**src/rtl/multi_dial_lock.sv**
```systemverilog
// multi_dial_lock: N-dial combination lock core.
// The active dial is stepped with right/left and committed with LOAD. After the
// last dial is committed, one CHECK cycle compares the entry against the
// combination register file. Repeated mismatches cause a timed lockout. The
// combination can be rewritten only while the lock is open.
//
// Command semantics: every input is a level that is sampled on each rising
// clock edge. There is no handshake. A command held for N cycles acts N times.
// Commands that do not apply to the current state are ignored.
module multi_dial_lock #(
  parameter int NUM_DIALS      = 3,
  parameter int WIDTH          = 5,
  parameter int MAX_FAIL       = 3,
  parameter int LOCKOUT_CYCLES = 16,
  parameter logic [NUM_DIALS*WIDTH-1:0] INIT_COMBO = {5'd3, 5'd30, 5'd24},
  localparam int SELW = (NUM_DIALS > 1) ? $clog2(NUM_DIALS) : 1,
  localparam int FW   = $clog2(MAX_FAIL + 1)
) (
  input  logic                       CLK,
  input  logic                       RST,
  input  logic [NUM_DIALS-1:0]       right,
  input  logic [NUM_DIALS-1:0]       left,
  input  logic                       LOAD,
  input  logic                       RELOCK,
  input  logic                       WR,
  input  logic [SELW-1:0]            regSel,
  input  logic [WIDTH-1:0]           wdata,
  output logic [NUM_DIALS*WIDTH-1:0] dial_val,
  output logic [SELW-1:0]            stage,
  output logic                       res,
  output logic                       fail,
  output logic                       locked_out,
  output logic [FW-1:0]              fail_cnt
);

  localparam int TW = $clog2(LOCKOUT_CYCLES + 1);
  localparam logic [SELW-1:0] LAST_STAGE = SELW'(NUM_DIALS - 1);

  typedef enum logic [1:0] {
    ST_ENTER   = 2'd0,
    ST_CHECK   = 2'd1,
    ST_OPEN    = 2'd2,
    ST_LOCKOUT = 2'd3
  } state_t;

  state_t           state_q;
  logic [SELW-1:0]  stage_q;
  logic [WIDTH-1:0] dial_q  [NUM_DIALS];
  logic [WIDTH-1:0] dial_d  [NUM_DIALS];
  logic [WIDTH-1:0] entry_q [NUM_DIALS];
  logic [WIDTH-1:0] combo_q [NUM_DIALS];
  logic [TW-1:0]    timer_q;
  logic             res_q;
  logic             fail_q;
  logic             locked_out_q;
  logic [FW-1:0]    fail_cnt_q;
  logic [FW-1:0]    fail_cnt_d;
  logic             match;

  // Next dial values: only the active dial moves. Opposing commands cancel out.
  always_comb begin
    for (int i = 0; i < NUM_DIALS; i++) begin
      dial_d[i] = dial_q[i];
      if (stage_q == SELW'(i)) begin
        if (right[i] && !left[i]) begin
          dial_d[i] = dial_q[i] + WIDTH'(1);
        end else if (left[i] && !right[i]) begin
          dial_d[i] = dial_q[i] - WIDTH'(1);
        end
      end
    end
  end

  // Full-entry comparison and the incremented mismatch count used by CHECK.
  always_comb begin
    match = 1'b1;
    for (int i = 0; i < NUM_DIALS; i++) begin
      if (entry_q[i] != combo_q[i]) begin
        match = 1'b0;
      end
    end
    fail_cnt_d = fail_cnt_q + FW'(1);
  end

  // Lock FSM together with its datapath registers. All outputs are registered.
  always_ff @(posedge CLK or negedge RST) begin
    if (!RST) begin
      state_q      <= ST_ENTER;
      stage_q      <= '0;
      timer_q      <= '0;
      res_q        <= 1'b0;
      fail_q       <= 1'b0;
      locked_out_q <= 1'b0;
      fail_cnt_q   <= '0;
      for (int i = 0; i < NUM_DIALS; i++) begin
        dial_q[i]  <= '0;
        entry_q[i] <= '0;
        combo_q[i] <= INIT_COMBO[i*WIDTH +: WIDTH];
      end
    end else begin
      fail_q <= 1'b0;
      case (state_q)
        ST_ENTER: begin
          if (RELOCK) begin
            stage_q <= '0;
            for (int i = 0; i < NUM_DIALS; i++) dial_q[i] <= '0;
          end else begin
            for (int i = 0; i < NUM_DIALS; i++) dial_q[i] <= dial_d[i];
            if (LOAD) begin
              // Commit the value the dial held before this edge's step.
              for (int i = 0; i < NUM_DIALS; i++) begin
                if (stage_q == SELW'(i)) entry_q[i] <= dial_q[i];
              end
              if (stage_q == LAST_STAGE) begin
                state_q <= ST_CHECK;
              end else begin
                stage_q <= stage_q + SELW'(1);
              end
            end
          end
        end
        ST_CHECK: begin
          if (match) begin
            state_q    <= ST_OPEN;
            res_q      <= 1'b1;
            fail_cnt_q <= '0;
          end else begin
            fail_q     <= 1'b1;
            fail_cnt_q <= fail_cnt_d;
            if (fail_cnt_d == FW'(MAX_FAIL)) begin
              state_q      <= ST_LOCKOUT;
              timer_q      <= TW'(LOCKOUT_CYCLES);
              locked_out_q <= 1'b1;
            end else begin
              state_q <= ST_ENTER;
              stage_q <= '0;
              for (int i = 0; i < NUM_DIALS; i++) dial_q[i] <= '0;
            end
          end
        end
        ST_OPEN: begin
          if (RELOCK) begin
            // RELOCK takes priority, so a write issued in the same cycle is dropped.
            state_q <= ST_ENTER;
            res_q   <= 1'b0;
            stage_q <= '0;
            for (int i = 0; i < NUM_DIALS; i++) dial_q[i] <= '0;
          end else if (WR) begin
            // An out-of-range regSel matches no entry, so the write is a no-op.
            for (int i = 0; i < NUM_DIALS; i++) begin
              if (regSel == SELW'(i)) combo_q[i] <= wdata;
            end
          end
        end
        ST_LOCKOUT: begin
          // The timer holds LOCKOUT_CYCLES on entry, so the exit at a count of 1
          // gives exactly LOCKOUT_CYCLES cycles in this state.
          if (timer_q == TW'(1)) begin
            state_q      <= ST_ENTER;
            timer_q      <= '0;
            locked_out_q <= 1'b0;
            fail_cnt_q   <= '0;
            stage_q      <= '0;
            for (int i = 0; i < NUM_DIALS; i++) dial_q[i] <= '0;
          end else begin
            timer_q <= timer_q - TW'(1);
          end
        end
        default: state_q <= ST_ENTER;
      endcase
    end
  end

  for (genvar g = 0; g < NUM_DIALS; g++) begin : g_pack
    assign dial_val[g*WIDTH +: WIDTH] = dial_q[g];
  end

  assign stage      = stage_q;
  assign res        = res_q;
  assign fail       = fail_q;
  assign locked_out = locked_out_q;
  assign fail_cnt   = fail_cnt_q;

endmodule

```
**config.mk**
```make
export PLATFORM = sky130hd
export DESIGN_NAME = multi_dial_lock
export DESIGN_NICKNAME = d
export VERILOG_FILES = /design/src/rtl/multi_dial_lock.sv
export SDC_FILE = /design/constraint.sdc
export NUM_CORES = 1
export LEC_CHECK = 0
export BUFFER_PORTS_ARGS = -buffer_cell sky130_fd_sc_hd__buf_4
export CORE_ASPECT_RATIO = 0.9
export CORE_MARGIN = 2
export CORE_UTILIZATION = 59
export DETAILED_ROUTE_END_ITERATION = 6
export PLACE_DENSITY = 0.92
export RECOVER_POWER = 25
export SLEW_MARGIN = 25
export SYNTH_ARGS = -nofsm -noshare
export SYNTH_HDL_FRONTEND = slang
export SYNTH_SLANG_ARGS = --single-unit
```
**constraint.sdc**
```tcl
create_clock -name CLK -period 4.1 [get_ports CLK]
set_input_delay 0.82 -clock CLK [delete_from_list [all_inputs] [get_ports CLK]]
set_output_delay 0.82 -clock CLK [all_outputs]
set_load 0.005 [all_outputs]
```
# [After elaboration in Yosys (flattened, before gate mapping)]
# Index checks and enable logic that the tools add are counted.
[totals] elab_cells=134 register_bits=59 inputBits=18
[classes] muxes=47 n_reduce_logical=32 bitwise_logic=1 eq_ne=29 addsub=9
[ops] cell="2-to-1 mux 15 bit" n=5
[ops] cell="2-to-1 mux 5 bit" n=12
[ops] cell="one-hot mux 15 bit (4 select lines)" n=1
[ops] cell="AND reduction 4 bit" n=7
[ops] cell="2-to-1 mux 2 bit" n=13
[ops] cell="AND reduction 6 bit" n=4
[ops] cell="subtractor 5 x 1 -> 5 bit (second input constant)" n=4
[ops] cell="!= test 2 bit (second input constant)" n=9
[ops] cell="one-hot mux 2 bit (4 select lines)" n=2
[ops] cell="adder 5 x 1 -> 5 bit (second input constant)" n=3
[ops] cell="!= test 3 bit (second input constant)" n=5
[ops] cell="!= test 5 bit" n=3
[ops] cell="!= test 4 bit (second input constant)" n=3
[ops] cell="== test 2 bit (second input constant)" n=5
[ops] cell="2-to-1 mux 1 bit" n=10
[ops] cell="one-hot mux 5 bit (2 select lines)" n=1
[ops] cell="== test 2 x 1 -> 1 bit (second input constant)" n=3
[ops] cell="logical AND 1 bit" n=6
[ops] cell="zero test 1 bit" n=6
[ops] cell="zero test 2 bit" n=3
[ops] cell="AND reduction 3 bit" n=2
[ops] cell="== test 5 x 1 -> 1 bit (second input constant)" n=1
[ops] cell="AND reduction 5 bit" n=1
[ops] cell="adder 2 x 1 -> 2 bit (second input constant)" n=2
[ops] cell="other kinds (5)" n=7

# [Longest topological paths before layout]
[depth] depth_word=7 ltp_mapped=8 mapped_depth_nobuf=8

# [Worst setup path after synthesis]
# No wires, ideal clock.
[synth_path] kind="input to register" startpoint="input right[2]" endpoint="register dial_q (netlist bit dial_val[14])" slack_ps=1488 path_stages=8 t_arrival_ps=2525 required_ps=4013 path_cell_list="nor2b_1 > inv_1 > ha_1 > nor2b_1 > o21a_1 > or4_1 > a211o_1 > o211ai_1"
[synth_via] elab_chain_len=5
[synth_rtl] element="from (decl)" line_no="21" source="input logic [NUM_DIALS-1:0] right,"
[synth_rtl] element="logical AND 1 bit" line_no="65" source="if (right[i] && !left[i]) begin"
[synth_rtl] element="2-to-1 mux 5 bit" line_no="65"
[synth_rtl] element="2-to-1 mux 5 bit" line_no="64" source="if (stage_q == SELW'(i)) begin"
[synth_rtl] element="2-to-1 mux 15 bit" line_no="104" source="if (RELOCK) begin"
[synth_rtl] element="one-hot mux 15 bit (4 select lines)" line_no="102" source="case (state_q)"
[synth_rtl] element="to (signal, indexed assignment)" line_no="96" source="dial_q[i] <= '0;"
[synth_rtl] element="to (decl)" line_no="48" source="logic [WIDTH-1:0] dial_q [NUM_DIALS];"
# Several ways; a longest one is shown, not always the timed one. The select of a mux whose other input is x is not followed.
# A chain may end at the register's enable or synchronous reset.

# [Worst setup path after layout]
[layout_path] startpoint="input left[2]" endpoint="register dial_q (netlist bit dial_val[14])"
[layout_via] elab_chain_len=6
[layout_rtl] element="from (decl)" line_no="22" source="input logic [NUM_DIALS-1:0] left,"
[layout_rtl] element="zero test 1 bit" line_no="65"
[layout_rtl] element="logical AND 1 bit" line_no="65"
[layout_rtl] element="2-to-1 mux 5 bit" line_no="65"
[layout_rtl] element="2-to-1 mux 5 bit" line_no="64"
[layout_rtl] element="2-to-1 mux 15 bit" line_no="104"
[layout_rtl] element="one-hot mux 15 bit (4 select lines)" line_no="102"
# Several ways; a longest one is shown, not always the timed one. The select of a mux whose other input is x is not followed.

==> flow_metrics.py <==
metrics = {
    "yosys": {
        "syn-cell-area_um2": 3200,
        "synth_cell_types": 45,
        "postSynth.asyncResetShare_pct": 100,
        "syn_avg_cell_area_um2": 11.1,
        "yosysSeqAreaShare_pct": 46.4,
        "ys_seq_elements": 59,
        "syn_inst": 289,
        "synth_nets": 325,
        "yosys_warnings": 0,
        "synth_edf_count": 0,
        "ys.flop_type": "dfrtp_1",
    },
    "global_routing": {
        "grt_antenna_before_repair": 0,
        "grt_max_degree": 60,
        "grt_pass1_wl_um": 11200,
        "grt_overflow": 0,
        "grt_util_all_layers_pct": 25.4,
        "grt_pass1_vias": 2352,
    },
    "die": {
        "die_w_um": 81.7,
        "fp-row-count": 25,
        "die_h_um": 73.9,
        "core_um2": 5260,
        "die_area_um2": 6030,
        "start_util_pct": 60.9,
        "pin_count": 40,
    },
    "detailed_routing": {
        "vias": 2437,
        "ant_nets": 0,
        "routed_wl_um": 6830,
        "via_per_inst": 5.99,
        "wl_per_cell_um": 16.8,
        "dr.pass1.iters": 5,
        "route.detailed.drc": 0,
        "initialDrtViolationCount": 207,
    },
    "worst_setup_path": {
        "cp.required_ps": 4350,
        "max_stage_delay_ps": 420,
        "worstPathMaxFanout": 4,
        "critPathCaptureType": "register",
        "slowest_stage": "or4_1",
        "crit_path_frequent_cell": "nor2b_1",
        "crit_family": "simple AND/OR/NAND/NOR gates",
        "cp_num_buf_inv": 2,
        "crit_path_start_kind": "input pin",
        "crit_chain": "buf_4 -> nor2b_1 -> inv_1 -> ha_1 -> nor2b_1 -> o21a_1 -> or4_1 -> a211o_1 -> o211ai_1",
        "crit_type": "in -> reg",
        "critical_path_arrival_ps": 2800,
    },
    "sta": {
        "rsz0062_at_grt": "no",
        "fin_crit_sh_pct": 62.1,
        "worst_pin_slew_ps": 711,
        "setup_viol": 0,
        "slew_viol_final": 0,
        "fmax_ghz": 0.393,
        "min_period_ps": 2550,
        "fin_skew_ps": 9.68,
        "hold_violations": 0,
        "fin_setup_tns_ps": 0,
        "maxSlewHeadroom_pct": 52.6,
    },
    "power_and_ir_drop": {
        "seqPwrFrac_pct": 38.8,
        "clockPowerShare_pct": 19.4,
        "p_leak_uw": 0.00174,
        "swShare_pct": 37.1,
        "pwr-share-comb_pct": 41.8,
        "power_density_nw_per_um2": 716,
        "p_int_uw": 1700,
        "irDropWorstVdd_mv": 0.469,
        "power_switching_uw": 1000,
    },
    "clock_tree": {
        "root_buffer": "clkbuf_8",
        "hold_buffers": 0,
        "cts_sinks": 59,
        "clock_path_buffers": 2,
        "clk-insertion-delay-late_ps": 330,
        "cts_tree": "yes",
        "cts_buffers": 9,
        "cts_setup_buffers": 0,
        "cts.htree.levels": 3,
        "path_clk_slew_ps": 70,
        "cts-resized-gates": 0,
    },
    "finish": {
        "n_fill_cell": 381,
        "layout_commonest_cell": "dfrtp_1",
        "post-route-util_pct": 71.6,
        "nets": 371,
        "area_growth_pct": 17.5,
        "mostFrequentLayoutCells": "51 x dfrtp_1, 40 x buf_4, 27 x mux2_2",
        "drive_above_1_share_pct": 27.6,
        "antennaDiodeCount": 0,
    },
    "placed_design": {
        "hpwl_um": 4890,
        "portBuffers": 39,
        "gp_congestion": 0.814,
    },
    "flow_run": {
        "maxCapViolations": 0,
    },
    "run_status": {
        "status": "finished, final reports clean",
    },
    "hold_path": {
        "hold_class": "reg -> reg",
    },
}
layout make-up:
cell class                 instances  area [um2]  area share (%)
timing repair buffer              40         300            7.98
clock buffer                      14         163            4.32
tap                               67        83.8            2.23
sequential                        59        1490            39.5
inverter                          15        58.8            1.56
multi-input combinational        210        1640            43.5
clock inverter                     2        35.0           0.931
worst reg2reg max path, stage by stage, from the launching register on:
cell and delay (ps):
dfrtp_1 370, inv_1 120, ha_1 180, or4b_4 490, nand3_2 150, nand2_2 80, a21oi_4 350, inv_4 130
a22o_1 250
layer usage:
layer | vias to the layer above | part of all wire, % | wire length (um) | track usage, %
met5 | - | 0 | 0 | 0
met2 | 85 | 49 | 3380 | 40.3
met1 | 1209 | 42 | 2890 | 33.0
li1 | 1131 | - | - | -
met4 | 0 | 1.8 | 120 | 8.33
met3 | 12 | 6.5 | 445 | 8.48
flip-flops by register name, indices dropped and copies added (netlist names), 2 cells and up:
register / cells
fail_cnt: 2
stage: 2
combo_q: 15
dial_val: 15
timer_q: 5
entry_q: 15
state_q: 2
path summary, 6_finish.rpt:
path,start,end,slack (ps),cells after the start
worst max-delay path,left[2],dial_val[14],1550,9
worst min-delay path,entry_q[6],entry_q[6],500,2
worst max register to register,timer_q[1],dial_val[13],1880,8
worst min register to register,entry_q[6],entry_q[6],500,2
max in group asynchronous,RST,fail_cnt[1],3090,1
min in group asynchronous,RST,dial_val[14],550,1
cell usage after synthesis, types with 2 or more instances:
| cell | count | area share [%] |
|---|---|---|
| dfrtp_1 | 51 | 40 |
| mux2_2 | 27 | 9.5 |
| nand2_1 | 23 | 2.7 |
| xnor2_1 | 16 | 4.4 |
| a21oi_1 | 15 | 2.3 |
| ha_1 | 15 | 5.9 |
| inv_1 | 14 | 1.6 |
| o21ai_0 | 13 | 2.0 |
| nor2b_1 | 9 | 1.8 |
| dfstp_2 | 8 | 6.6 |
| xor2_1 | 8 | 2.2 |
| nor2_1 | 7 | 0.82 |
| a22o_1 | 6 | 1.6 |
| nand3_1 | 6 | 0.94 |
| a21o_1 | 5 | 1.2 |
| a31oi_1 | 5 | 0.98 |
| nand4_1 | 5 | 0.98 |
| nor3_1 | 5 | 0.78 |
| o2bb2ai_1 | 5 | 1.4 |
| clkbuf_1 | 4 | 0.47 |
| o211ai_1 | 4 | 0.94 |
| fa_1 | 3 | 1.9 |
| mux2i_1 | 3 | 0.94 |
| nand2b_1 | 3 | 0.59 |
| o22ai_1 | 3 | 0.59 |
| a211o_1 | 2 | 0.55 |
| o21a_1 | 2 | 0.47 |
| o22a_1 | 2 | 0.55 |
| o31ai_1 | 2 | 0.47 |
| or3_1 | 2 | 0.39 |
| or4_1 | 2 | 0.47 |
logic make-up (layout without fill, tap and decap cells):
logic type | count (synthesis) | after routing | synth area share (%)
mux | 30 | 30 | 10.4
fa+ha+maj | 18 | 18 | 7.74
simple gates | 71 | 71 | 12.3
xor+xnor | 24 | 24 | 6.57
flops | 59 | 59 | 46.4
buf+inv | 20 | 71 | 2.46
compound gates | 67 | 67 | 14.1
through the flow:
stage / instances / area, um2 / setup slack (ps) / hold slack [ps] / power, uW
after floorplan: 289 / 3200 / 1490 / 470 / 1800
after global placement: 391 / 3570 / 1310 / 491 / 2100
after detailed placement: 391 / 3570 / 1230 / 491 / 2170
after CTS: 407 / 3760 / 1570 / 504 / 2700
after global routing: 407 / 3760 / 1400 / 522 / 2890
final: 407 / 3760 / 1550 / 501 / 2700
power groups by stage:
stage,combinational (uW),clock [uW],sequential [uW]
after floorplan,825,0,977
after global placement,1070,0,1030
after detailed placement,1120,0,1050
after CTS,1130,528,1040
after global routing,1250,563,1080
final,1130,524,1050
Note: power is estimated with default switching activity, not from simulation.
